File: src/rtl/reg_file_ctrl.sv
// reg_file_ctrl: register file with two combinational read ports, per-register
// busy (reservation) bits, a registered one-hot write-enable copy (ld_vec) and a
// sticky out-of-range select flag (sel_err).
// Optional feature macro: REGFILE_BYPASS_EN -- when defined, a read port that
// selects the register being written this cycle sees wr_data and busy=0.

// One register plus its busy bit.
module reg_file_cell #(
  parameter int DATA_W = 16
) (
  input  logic              clk,
  input  logic              rst_n,
  input  logic              we_i,
  input  logic              rsv_i,
  input  logic [DATA_W-1:0] d_i,
  output logic [DATA_W-1:0] q_o,
  output logic              busy_o
);
  logic [DATA_W-1:0] data_q, data_d;
  logic              busy_q, busy_d;

  // Next state: a reservation beats the clearing effect of a same-cycle write.
  always_comb begin
    data_d = we_i ? d_i : data_q;
    busy_d = busy_q;
    if (we_i)  busy_d = 1'b0;
    if (rsv_i) busy_d = 1'b1;
  end

  // State registers, cleared asynchronously.
  always_ff @(posedge clk or negedge rst_n) begin
    if (!rst_n) begin
      data_q <= '0;
      busy_q <= 1'b0;
    end else begin
      data_q <= data_d;
      busy_q <= busy_d;
    end
  end

  assign q_o    = data_q;
  assign busy_o = busy_q;
endmodule

module reg_file_ctrl #(
  parameter  int NUM_REGS = 8,
  parameter  int DATA_W   = 16,
  localparam int ADDR_W   = $clog2(NUM_REGS)
) (
  input  logic                clk,
  input  logic                rst_n,
  input  logic                ld_signal,
  input  logic [ADDR_W-1:0]   drmux_signal,
  input  logic [DATA_W-1:0]   wr_data,
  input  logic                rsv_valid,
  input  logic [ADDR_W-1:0]   rsv_sel,
  input  logic [ADDR_W-1:0]   sr1_sel,
  input  logic [ADDR_W-1:0]   sr2_sel,
  output logic [DATA_W-1:0]   sr1_out,
  output logic [DATA_W-1:0]   sr2_out,
  output logic                sr1_busy,
  output logic                sr2_busy,
  output logic [NUM_REGS-1:0] ld_vec,
  output logic                sel_err
);
  logic [NUM_REGS-1:0][DATA_W-1:0] regs;
  logic [NUM_REGS-1:0]             busy;
  logic [NUM_REGS-1:0]             dec_en, rsv_en;
  logic [NUM_REGS-1:0]             ld_vec_q;
  logic                            sel_err_q, sel_err_d;
  logic                            wr_ok, rsv_ok, sr1_ok, sr2_ok;

  function automatic logic in_rng(input logic [ADDR_W-1:0] s);
    return 32'(s) < 32'(NUM_REGS);
  endfunction

  assign wr_ok  = in_rng(drmux_signal);
  assign rsv_ok = in_rng(rsv_sel);
  assign sr1_ok = in_rng(sr1_sel);
  assign sr2_ok = in_rng(sr2_sel);

  // One-hot decode of write and reserve selects; out-of-range selects match no lane.
  always_comb begin
    dec_en = '0;
    rsv_en = '0;
    for (int k = 0; k < NUM_REGS; k++) begin
      dec_en[k] = ld_signal && (drmux_signal == ADDR_W'(k));
      rsv_en[k] = rsv_valid && (rsv_sel == ADDR_W'(k));
    end
  end

  for (genvar g = 0; g < NUM_REGS; g++) begin : g_reg
    reg_file_cell #(.DATA_W(DATA_W)) u_cell (
      .clk    (clk),
      .rst_n  (rst_n),
      .we_i   (dec_en[g]),
      .rsv_i  (rsv_en[g]),
      .d_i    (wr_data),
      .q_o    (regs[g]),
      .busy_o (busy[g])
    );
  end

  // Read ports: mux over stored state; out-of-range selects read 0 / not busy.
  always_comb begin
    sr1_out  = '0;
    sr2_out  = '0;
    sr1_busy = 1'b0;
    sr2_busy = 1'b0;
    for (int k = 0; k < NUM_REGS; k++) begin
      if (sr1_sel == ADDR_W'(k)) begin
        sr1_out  = regs[k];
        sr1_busy = busy[k];
      end
      if (sr2_sel == ADDR_W'(k)) begin
        sr2_out  = regs[k];
        sr2_busy = busy[k];
      end
    end
`ifdef REGFILE_BYPASS_EN
    if (ld_signal && wr_ok && sr1_ok && (sr1_sel == drmux_signal)) begin
      sr1_out  = wr_data;
      sr1_busy = 1'b0;
    end
    if (ld_signal && wr_ok && sr2_ok && (sr2_sel == drmux_signal)) begin
      sr2_out  = wr_data;
      sr2_busy = 1'b0;
    end
`endif
  end

  // Sticky error: any qualified out-of-range select, read selects always qualified.
  always_comb begin
    sel_err_d = sel_err_q
              | (ld_signal & ~wr_ok)
              | (rsv_valid & ~rsv_ok)
              | ~sr1_ok | ~sr2_ok;
  end

  // Registered copy of this cycle's write enables and the error flag.
  always_ff @(posedge clk or negedge rst_n) begin
    if (!rst_n) begin
      ld_vec_q  <= '0;
      sel_err_q <= 1'b0;
    end else begin
      ld_vec_q  <= dec_en;
      sel_err_q <= sel_err_d;
    end
  end

  assign ld_vec  = ld_vec_q;
  assign sel_err = sel_err_q;
endmodule

File: config.mk
export PLATFORM = sky130hd
export DESIGN_NAME = reg_file_ctrl
export DESIGN_NICKNAME = d
export VERILOG_FILES = /design/src/rtl/reg_file_ctrl.sv
export SDC_FILE = /design/constraint.sdc
export NUM_CORES = 1
export LEC_CHECK = 0
export BUFFER_PORTS_ARGS = -buffer_cell sky130_fd_sc_hd__clkbuf_2
export CORE_ASPECT_RATIO = 1.25
export CORE_MARGIN = 2
export CORE_UTILIZATION = 54
export CTS_CLUSTER_SIZE = 12
export DETAILED_ROUTE_END_ITERATION = 7
export PLACE_DENSITY_LB_ADDON = 0.3
export SYNTH_ARGS = -nofsm -noshare
export SYNTH_HDL_FRONTEND = slang
export SYNTH_HIERARCHICAL = 1
export SYNTH_SLANG_ARGS = --single-unit
File: constraint.sdc
create_clock -name clk -period 1.19 [get_ports clk]
set_input_delay 0.0595 -clock clk [delete_from_list [all_inputs] [get_ports clk]]
set_output_delay 0.0595 -clock clk [all_outputs]
set_load 0.02 [all_outputs]
---- After elaboration in Yosys (flattened, before gate mapping) ----
Index checks and enable logic that the tools add are counted.
operators by class
  equality and inequality tests ........... 28
  mux-type cells .......................... 48
  reductions and logical operators ........ 28
operators with widths
  kind                                                             count
  16-bit 2-to-1 mux                                                16
  3-bit == test, second input constant                             16
  1-bit 2-to-1 mux                                                 32
  3-bit by 2-bit == test with 1-bit output, second input constant  8
  1-bit logical AND                                                16
  2-bit nonzero test                                               8
  3-bit by 1-bit == test with 1-bit output, second input constant  4
  3-bit logical NOT                                                4
word-level totals
  output and inout port bits .............. 43
  bits in registers ....................... 144
  logic and storage cells ................. 121

---- Depth between registers and ports, before layout ----
Gate-level depths: netlist of run 1.
  word-level depth ........................ 9
  depth in mapped cells ................... 7
  gate-level depth less buffers ........... 4

---- Modules after synthesis ----
The synthesis of run 1 kept the hierarchy.
by module, submodules not included
  module         cells each  times used  area each (um2)  sequential area each (um2)
  reg_file_cell  37          8           681.9            425.4
  reg_file_ctrl  410         1           2891.5           200.2

---- Worst setup path before layout of run 1 ----
Ideal clock, no wire load.
  kind .................................... in2out
  start ................................... in sr2_sel[2]
  end ..................................... out sr2_out[6]
  cell stages on the path ................. 6
  arrival ................................. 1.225 ns
  required time ........................... 1.131 ns
  setup slack ............................. -0.095 ns
  path through ............................ buf_2 or2_1 buf_2 buf_6 o22a_1 a32oi_1
between the ends
  word-level cells in the longest chain between the ends .. 9
RTL lines
  what                            RTL line  RTL
  from (decl)                     58        input logic [ADDR_W-1:0] sr2_sel,
  3-bit logical NOT               115       if (sr2_sel == ADDR_W'(k)) begin
  16-bit 2-to-1 mux (7 in a row)  115
  16-bit 2-to-1 mux (*)           115
  to (decl)                       60        output logic [DATA_W-1:0] sr2_out,
Mark *: on every way between the ends. The rest lies on a longest branch, timed or not.

---- Final worst setup path of run 1 ----
  start ................................... reg g_reg[7].u_cell.busy_q
  end ..................................... out sr2_busy
between the ends
  word-level cells in the longest chain between the ends .. 1
RTL lines
  what                    RTL line  RTL
  from (decl)             20        logic busy_q, busy_d;
  from (signal assigned)  37        busy_q <= busy_d;
  1-bit 2-to-1 mux        115
  to (decl)               62        output logic sr2_busy,
No other way between the ends.

==> results.cfg, run 1 <==
[die]
initial_utilization = 0.554
rows = 50
die_width_um = 115
core_region_area_mm2 = 0.0151
fp.dieH_um = 143
fp.dieArea_mm2 = 0.0165
num_io_pins = 75

[global_route]
grtUsageMet3 = 0.0565
global_route_total_overflow = 0
grt.busiest_layer = met2
antenna_found_initial = 0
grt_pass1_vias = 6931
grt_use_met2 = 0.480
met1_usage = 0.371
global_route.usage.total = 0.290
grt_pass1_wl_um = 36500
grt_start_max_net_pins = 44

[worst_hold_path]
hold_path.class = in2reg

[clock_network]
ctsHtreeMaxLevel = 4
tritoncts.num_buffers = 17
tritoncts_clock_tree = yes
clock_path_buffers = 2
cts-root-buf = clkbuf_16
insertion_delay_of_the_later_clocked_pin_in_the_worst_skew_pair_ns = 0.42
clk_transition_reported_paths_ns = 0.06
cts.sink_count = 144

[drt]
wirelength_um = 22900
detailedRoute.firstPassIterationCount = 5
first_iter_violations = 454
final_antenna_net_count = 0
avgViaCountPerCell = 6.12
dr_total_vias = 6528
post_detailed_route_wirelength_per_cell_um = 21.5
remaining_drc_errors = 0

[critical_path]
worst-r2r-setup-slack_ns = 0.17
endpoint_kind = output port
cp_slowest_cell = mux4_2
path_cells = mux4_2, mux2_4, buf_8
critical-path-top-delay-family = multiplexers
crit_fanout = 2
worst-endpoint-required_ns = 1.13
worst-endpoint-arrival_ns = 1.69
timing_worst_setup_path_type = reg2out
critPathBufInv = 1
critical_path.max_stage_delay_ns = 0.48
startpoint_type = flip-flop

[sta]
max_clock_freq_ghz = 0.571
timing_hold_violations_final = 0
clock-skew-final_ns = 0
finalWorstSetupSlack_ns = -0.561
final_min_period_over_clock_period = 1.47
timing.final.max_slew_violations = 0
post-route-min-period_ns = 1.75
setup_viol_count_final = 34
setup_tns_final_ns = -12.94
grt_setup_unrepaired = true
holdWs_ns = 0.00833

[synth]
asyncSetResetFlopFracSynth = 1.00
ys_seq_area_frac = 0.432
synth.ff_latch_count = 144
postSynthNetCount = 738
avgSynthCellArea_um2 = 11.8
main_flop_type_after_synthesis = dfrtp_1
yosysWarningCount = 6
post_synth_inst_count = 706
number_of_synthesized_flops_with_an_enable_pin = 0
netlist-cell-type-count = 34
syn_area_mm2 = 0.00835

[placed_design]
placement.io_buffers = 73
finalWeightedCongestion = 0.862
numPlacedInstances = 1003
hpwl_after_detailed_placement_um = 14500
placement.cell_area_mm2 = 0.00954

[cells_and_area]
design.final.nets = 879
nFillCells = 988
final_layout_size_suffix_gt1_frac = 0.485
fin_area_mm2 = 0.0108
diodes = 0
layout-area-overhead-vs-synth_pct = 29.8
finalNonFillerCells = 1067

[power_and_ir_drop]
p_leak_nw = 4.82
ir_drop_mv = 1.09
cellPowerDensity_mw_per_mm2 = 1620

[run_status]
status = complete, but fails checks
failed_checks = negative setup slack

[run]
drv.max_cap_violation_count = 0
## final timing paths
kind	start	end	cells after the start
setup / recovery	g_reg[7].u_cell/busy_o	sr2_busy	3
min in group asynchronous	rst_n	g_reg[7].u_cell/q_o[10]	2
max in group asynchronous	rst_n	g_reg[4].u_cell/q_o[15]	3
hold reg to reg	g_reg[4].u_cell/q_o[13]	g_reg[4].u_cell/q_o[13]	1
setup reg to reg	g_reg[2].u_cell/q_o[5]	g_reg[2].u_cell/q_o[5]	3
hold / removal	wr_data[9]	g_reg[4].u_cell/q_o[9]	2
## metrics by stage
step	power, mW	util	worst slack [ns]
detailed placement	11.2	0.633	-0.207
global route	18.2	0.719	-0.594
global placement	11.0	0.633	-0.186
CTS	17.3	0.710	-0.584
floorplan	9.72	-	-0.0353
finish	17.5	0.719	-0.561
## worst register-to-register path: cells and delay by family, from the launching register on
family / cells / cell delay [ns]
multiplexers: 1 / 0.25
buffers and inverters: 2 / 0.26
flip-flops: 1 / 0.40
## area by class of cell
class	count	area, um2	share of cell area
Clock buffer	20	447	0.0412
Multi-Input combinational cell	487	4580	0.423
Tap cell	208	260	0.0240
Inverter	10	37.5	0.00346
Clock inverter	11	164	0.0151
Timing Repair Buffer	187	1750	0.161
Sequential cell	144	3600	0.333
## registers in the layout (all words and copies together), names as in the netlist
signal / flops
g.u_cell/busy_o: 8
g.u_cell/q_o: 128
ld_vec: 8
## Yosys cell counts (14+ instances only)
cell type,number,share of area
a21oi_1,18,0.011
nand2b_1,23,0.017
nor2_1,16,0.0072
mux2_2,75,0.10
dfrtp_1,144,0.43
a32oi_1,31,0.033
a22o_1,31,0.033
mux2_4,72,0.13
o22a_1,14,0.015
mux2i_1,47,0.056
o21ai_0,45,0.027
clkbuf_1,19,0.0085
buf_2,19,0.011
nor2b_1,30,0.022
nand2_1,52,0.023
## layer usage
metal	up-vias	part of all wire
li1	2853	-
met1	3357	0.42
met2	267	0.50
met3	51	0.063
met4	0	0.023
met5	-	0
## power breakdown
part           internal [mW]  leakage, nW  switching, mW  total [mW]
clock network           3.53        0.296           2.07        5.60
registers               5.93         1.74          0.829        6.76
logic                   3.03         2.78           2.14        5.17
## timing repair
action	in CTS	in global routing
hold endpoints to repair	191	0
setup endpoints to repair	34	34
gates resized for setup	95	54
hold buffers	17	0
pin swaps	35	13
setup buffers	11	5
## kinds of logic after synthesis
logic type      share of synthesized area
flops                               0.432
other cells                      0.000449
buf+inv                            0.0639
compound gates                      0.133
mux                                 0.292
simple gates                       0.0783
## layout by cell type, fill, tap and decap left out, types with 21 or more instances in the layout
master / n
a32oi_2: 21
buf_4: 89
mux2_4: 83
mux2_2: 64
nand2_1: 50
nand2b_1: 23
a22o_1: 31
nor2b_1: 25
buf_12: 23
dfrtp_1: 144
mux2i_1: 47
clkbuf_2: 37
Power figures use the tool's default switching activity.
==> inputs of run 2 (changes only) <==
--- a/config.mk
+++ b/config.mk
@@ -11,6 +11,7 @@
 export CORE_UTILIZATION = 54
 export CTS_CLUSTER_SIZE = 12
 export DETAILED_ROUTE_END_ITERATION = 7
+export GPL_TIMING_DRIVEN = 1
 export PLACE_DENSITY_LB_ADDON = 0.3
 export SYNTH_ARGS = -nofsm -noshare
 export SYNTH_HDL_FRONTEND = slang
==> constraint.sdc (replaced) <==
create_clock -name clk -period 1.19 [get_ports clk]
set_input_delay 0 -clock clk [delete_from_list [all_inputs] [get_ports clk]]
set_output_delay 0 -clock clk [all_outputs]
set_load 0.02 [all_outputs]
==> results.cfg, run 2 (same netlist as run 1, synthesis figures left out) <==
[global_route]
global_route_total_overflow = 0
grt_pass1_wl_um = 35500
grt_start_max_net_pins = 41
global_route.usage.total = 0.281
grt_pass1_vias = 6639
antenna_found_initial = 0

[run_status]
status = complete, but fails checks
failed_checks = negative setup slack

[critical_path]
crit_fanout = 3
endpoint_kind = output port
timing_worst_setup_path_type = reg2out
startpoint_type = flip-flop
worstRegToRegCells = 3
worst-endpoint-arrival_ns = 1.72
worst-endpoint-required_ns = 1.19

[placed_design]
finalWeightedCongestion = 0.897
placement.io_buffers = 73
hpwl_after_detailed_placement_um = 14100
numPlacedInstances = 989

[drt]
remaining_drc_errors = 0
first_iter_violations = 518
avgViaCountPerCell = 6.08
wirelength_um = 22600
final_antenna_net_count = 0
dr_total_vias = 6456
post_detailed_route_wirelength_per_cell_um = 21.3
detailedRoute.firstPassIterationCount = 4

[clock_network]
tritoncts.num_buffers = 17
ctsHtreeMaxLevel = 4
insertion_delay_of_the_later_clocked_pin_in_the_worst_skew_pair_ns = 0.43
tritoncts_clock_tree = yes
cts-root-buf = clkbuf_16
clk_transition_reported_paths_ns = 0.06
clock_path_buffers = 2
cts.sink_count = 144

[power_and_ir_drop]
cellPowerDensity_mw_per_mm2 = 1590
total_power_mw = 16.8
ir_drop_mv = 0.975
p_leak_nw = 4.69

[sta]
grt_setup_unrepaired = true
clock-skew-final_ns = 0
post-route-min-period_ns = 1.72
max_clock_freq_ghz = 0.581
timing_hold_violations_final = 0
timing.final.max_slew_violations = 0
final_min_period_over_clock_period = 1.45
holdWs_ns = 0.0110
finalWorstSetupSlack_ns = -0.532
setup_viol_count_final = 34

[die]
rows = 50
num_io_pins = 75
core_region_area_mm2 = 0.0151
fp.dieArea_mm2 = 0.0165
die_width_um = 115
fp.dieH_um = 143
initial_utilization = 0.554

[run]
drv.max_cap_violation_count = 0

[worst_hold_path]
hold_path.class = in2reg
worst_hold_path.num_cells = 3

[cells_and_area]
final_layout_size_suffix_gt1_frac = 0.450
finalNonFillerCells = 1062
final_cell_mix = dfrtp_1 (144), buf_4 (96), mux2_4 (82)
layout_commonest_cell = dfrtp_1
largest_reg_flops = 128
layout-area-overhead-vs-synth_pct = 26.1
nFillCells = 1053
design.final.nets = 874
diodes = 0
==> run 2: what timing repair did <==
| action | CTS | global route |
|---|---|---|
| endpoints found under the setup margin | 34 | 35 |
| gates resized for setup | 69 | 69 |
| buffers inserted | 13 | 8 |
| pin swaps | 51 | 20 |
| hold buffers | 21 | 0 |
| gates cloned | 0 | 0 |
| hold endpoints to repair | 279 | 0 |
==> run 2: path summary, 6_finish.rpt <==
check | startpoint | endpoint | slack, ns
max | g_reg[2].u_cell/busy_o | sr2_busy | -0.53
min | drmux_signal[0] | ld_vec[0] | 0.01
max reg2reg | g_reg[0].u_cell/q_o[12] | g_reg[0].u_cell/q_o[12] | 0.13
min reg2reg | g_reg[0].u_cell/q_o[15] | g_reg[0].u_cell/q_o[15] | 0.52
max in group asynchronous | rst_n | g_reg[6].u_cell/q_o[9] | 0.58
min in group asynchronous | rst_n | g_reg[4].u_cell/q_o[10] | 0.06
==> run 2: per-stage QoR <==
step	instance area [um2]	util	setup TNS (ns)	setup slack, ns
CTS	10300	0.685	-10.81	-0.554
floorplan	8350	-	0	0.0242
detailed placement	9270	0.615	-4.35	-0.171
finish	10500	0.698	-10.82	-0.532
global placement	9270	0.615	-2.69	-0.162
global route	10500	0.698	-12.35	-0.573
==> run 2: layout make-up <==
type / count / area (um2) / share of cell area
tap: 208 / 260 / 0.0247
inverter: 10 / 37.5 / 0.00357
timing repair buffer: 182 / 1620 / 0.154
clock inverter: 10 / 87.6 / 0.00832
multi-input combinational: 487 / 4450 / 0.423
clock buffer: 21 / 470 / 0.0447
sequential: 144 / 3600 / 0.342
==> run 2: power breakdown <==
| part | leakage, nW | internal (mW) | switching, mW |
|---|---|---|---|
| clock | 0.263 | 3.01 | 2.09 |
| sequential | 1.74 | 5.93 | 0.854 |
| combinational | 2.69 | 2.85 | 2.05 |
==> run 2: metal layers <==
| metal | share of wire | vias to the layer above | GRT usage |
|---|---|---|---|
| met3 | 0.047 | 42 | 0.0518 |
| li1 | - | 2833 | - |
| met4 | 0.023 | 0 | 0.126 |
| met1 | 0.43 | 3328 | 0.367 |
| met5 | 0 | - | 0 |
| met2 | 0.50 | 253 | 0.454 |
==> run 2: worst max-delay path, cell delays in order, from the launching register on <==
cell and delay, ns:
dfrtp_1 0.40, mux4_2 0.47, mux2_4 0.29, buf_6 0.13
==> inputs of run 3 (changes only) <==
--- a/config.mk
+++ b/config.mk
@@ -13,6 +13,7 @@
 export DETAILED_ROUTE_END_ITERATION = 7
 export GPL_TIMING_DRIVEN = 1
 export PLACE_DENSITY_LB_ADDON = 0.3
+export REMOVE_ABC_BUFFERS = 1
 export SYNTH_ARGS = -nofsm -noshare
 export SYNTH_HDL_FRONTEND = slang
 export SYNTH_HIERARCHICAL = 1
==> results.cfg, run 3 (same netlist as run 1, synthesis figures left out) <==
[sta]
timing_hold_violations_final = 0
grt_setup_unrepaired = true
final_min_period_over_clock_period = 1.45
finalWorstSetupSlack_ns = -0.540
post-route-min-period_ns = 1.73
clock-skew-final_ns = 0
setup_viol_count_final = 34
timing.final.max_slew_violations = 0
max_clock_freq_ghz = 0.578
holdWs_ns = 0.0371

[global_route]
antenna_found_initial = 0
grt_start_max_net_pins = 40
global_route_total_overflow = 0
grt_pass1_wl_um = 36500
global_route.usage.total = 0.291
grt_pass1_vias = 6735

[cells_and_area]
design.final.nets = 880
largest_reg_flops = 128
finish.utilization = 0.707
layout-area-overhead-vs-synth_pct = 27.6
finalNonFillerCells = 1069
nFillCells = 983
layout_commonest_cell = dfrtp_1
fin_area_mm2 = 0.0107
diodes = 0
final_cell_mix = dfrtp_1 (144), buf_4 (103), mux2_4 (79)
final_layout_size_suffix_gt1_frac = 0.459

[placed_design]
placement.io_buffers = 73
finalWeightedCongestion = 0.931
placement.cell_area_mm2 = 0.00929
numPlacedInstances = 994
hpwl_after_detailed_placement_um = 14600

[power_and_ir_drop]
ir_drop_mv = 1.03
p_leak_nw = 4.77
switching_power_mw = 5.00
combinationalPowerShare = 0.285
power.share.clock = 0.328
total_power_mw = 17.5
cellPowerDensity_mw_per_mm2 = 1650
p_int_mw = 12.5
power.sequential.fraction = 0.386
switching_share = 0.285

[drt]
final_antenna_net_count = 0
detailedRoute.firstPassIterationCount = 6
avgViaCountPerCell = 6.11
remaining_drc_errors = 0
first_iter_violations = 553
post_detailed_route_wirelength_per_cell_um = 22.0
wirelength_um = 23500
dr_total_vias = 6536

[clock_network]
cts.sink_count = 144
clock_path_buffers = 2
tritoncts.num_buffers = 17
ctsHtreeMaxLevel = 4
tritoncts_clock_tree = yes
cts-root-buf = clkbuf_16
clk_transition_reported_paths_ns = 0.06
insertion_delay_of_the_later_clocked_pin_in_the_worst_skew_pair_ns = 0.43

[critical_path]
critical_path.max_stage_delay_ns = 0.49
worst-endpoint-arrival_ns = 1.73
endpoint_kind = output port
crit_fanout = 2
startpoint_type = flip-flop
path_cells = mux4_2, mux2_4, buf_8
timing_worst_setup_path_type = reg2out
cp_slowest_cell = mux4_2
worst-endpoint-required_ns = 1.19
worstRegToRegCells = 3

[run_status]
status = complete, but fails checks
failed_checks = negative setup slack

[die]
rows = 50
core_region_area_mm2 = 0.0151
initial_utilization = 0.554
num_io_pins = 75
die_width_um = 115
fp.dieH_um = 143
fp.dieArea_mm2 = 0.0165

[run]
drv.max_cap_violation_count = 0

[worst_hold_path]
hold_path.class = in2reg
worst_hold_path.num_cells = 3
## run 3: changes by cell type in the layout (fill, tap and decap cells not counted), moves of 2 or more
cell        change
mux2_4          -3
o21ai_1         -3
mux2_2          +3
buf_12          -2
bufinv_16       +3
o21ai_2         +2
clkbuf_8        +2
buf_4           +7
clkinvlp_4      -4
## run 3: final timing paths
check,startpoint,endpoint,slack (ns)
worst max-delay path,g_reg[7].u_cell/busy_o,sr2_busy,-0.54
worst min-delay path,drmux_signal[0],ld_vec[4],0.04
worst max register to register,g_reg[1].u_cell/q_o[4],g_reg[1].u_cell/q_o[4],0.16
worst min register to register,g_reg[0].u_cell/q_o[15],g_reg[0].u_cell/q_o[15],0.51
max in group asynchronous,rst_n,g_reg[2].u_cell/q_o[9],0.56
min in group asynchronous,rst_n,g_reg[7].u_cell/q_o[13],0.06
## run 3: routing by layer
| metal | vias up | share of wire | GRT usage |
|---|---|---|---|
| li1 | 2852 | - | - |
| met1 | 3324 | 0.41 | 0.375 |
| met2 | 291 | 0.50 | 0.475 |
| met3 | 69 | 0.057 | 0.0514 |
| met4 | 0 | 0.036 | 0.140 |
| met5 | - | 0 | 0 |
## run 3: layout make-up
cell class	instances	area [um2]	share of cell area
Sequential cell	144	3600	0.338
Inverter	10	37.5	0.00352
Multi-Input combinational cell	487	4460	0.419
Clock inverter	10	156	0.0147
Clock buffer	22	484	0.0455
Timing Repair Buffer	188	1650	0.155
Tap cell	208	260	0.0244
## run 3: metrics by stage
stage	setup TNS (ns)	setup WS [ns]
final	-11.14	-0.540
after global routing	-12.93	-0.567
after CTS	-11.35	-0.574
after detailed placement	-3.42	-0.116
after global placement	-1.06	-0.0943
after floorplan	-82.99	-1.12
## run 3: worst max-delay path, delay by kind of cell, from the launching register on
kind,cells,cell delay [ns]
buf+inv,1,0.13
flops,1,0.39
mux,2,0.78
## run 3: power groups by stage
stage          sequential, mW  combinational (mW)  clock, mW
3_5_place_dp             6.79                4.19          0
3_3_place_gp             6.71                4.07          0
2_1_floorplan            6.55                2.81          0
5_1_grt                  6.88                5.31       6.03
6_report                 6.78                5.00       5.76
4_1_cts                  6.73                4.69       5.82
## run 3: what timing repair did
item                                   4_1_cts  5_1_grt
gates cloned                                 0        0
setup buffers                               13        9
resized for setup                           76       63
setup endpoints to repair                   34       35
pin swaps                                   46       20
hold buffers                                22        0
endpoints found under the hold margin      277        0
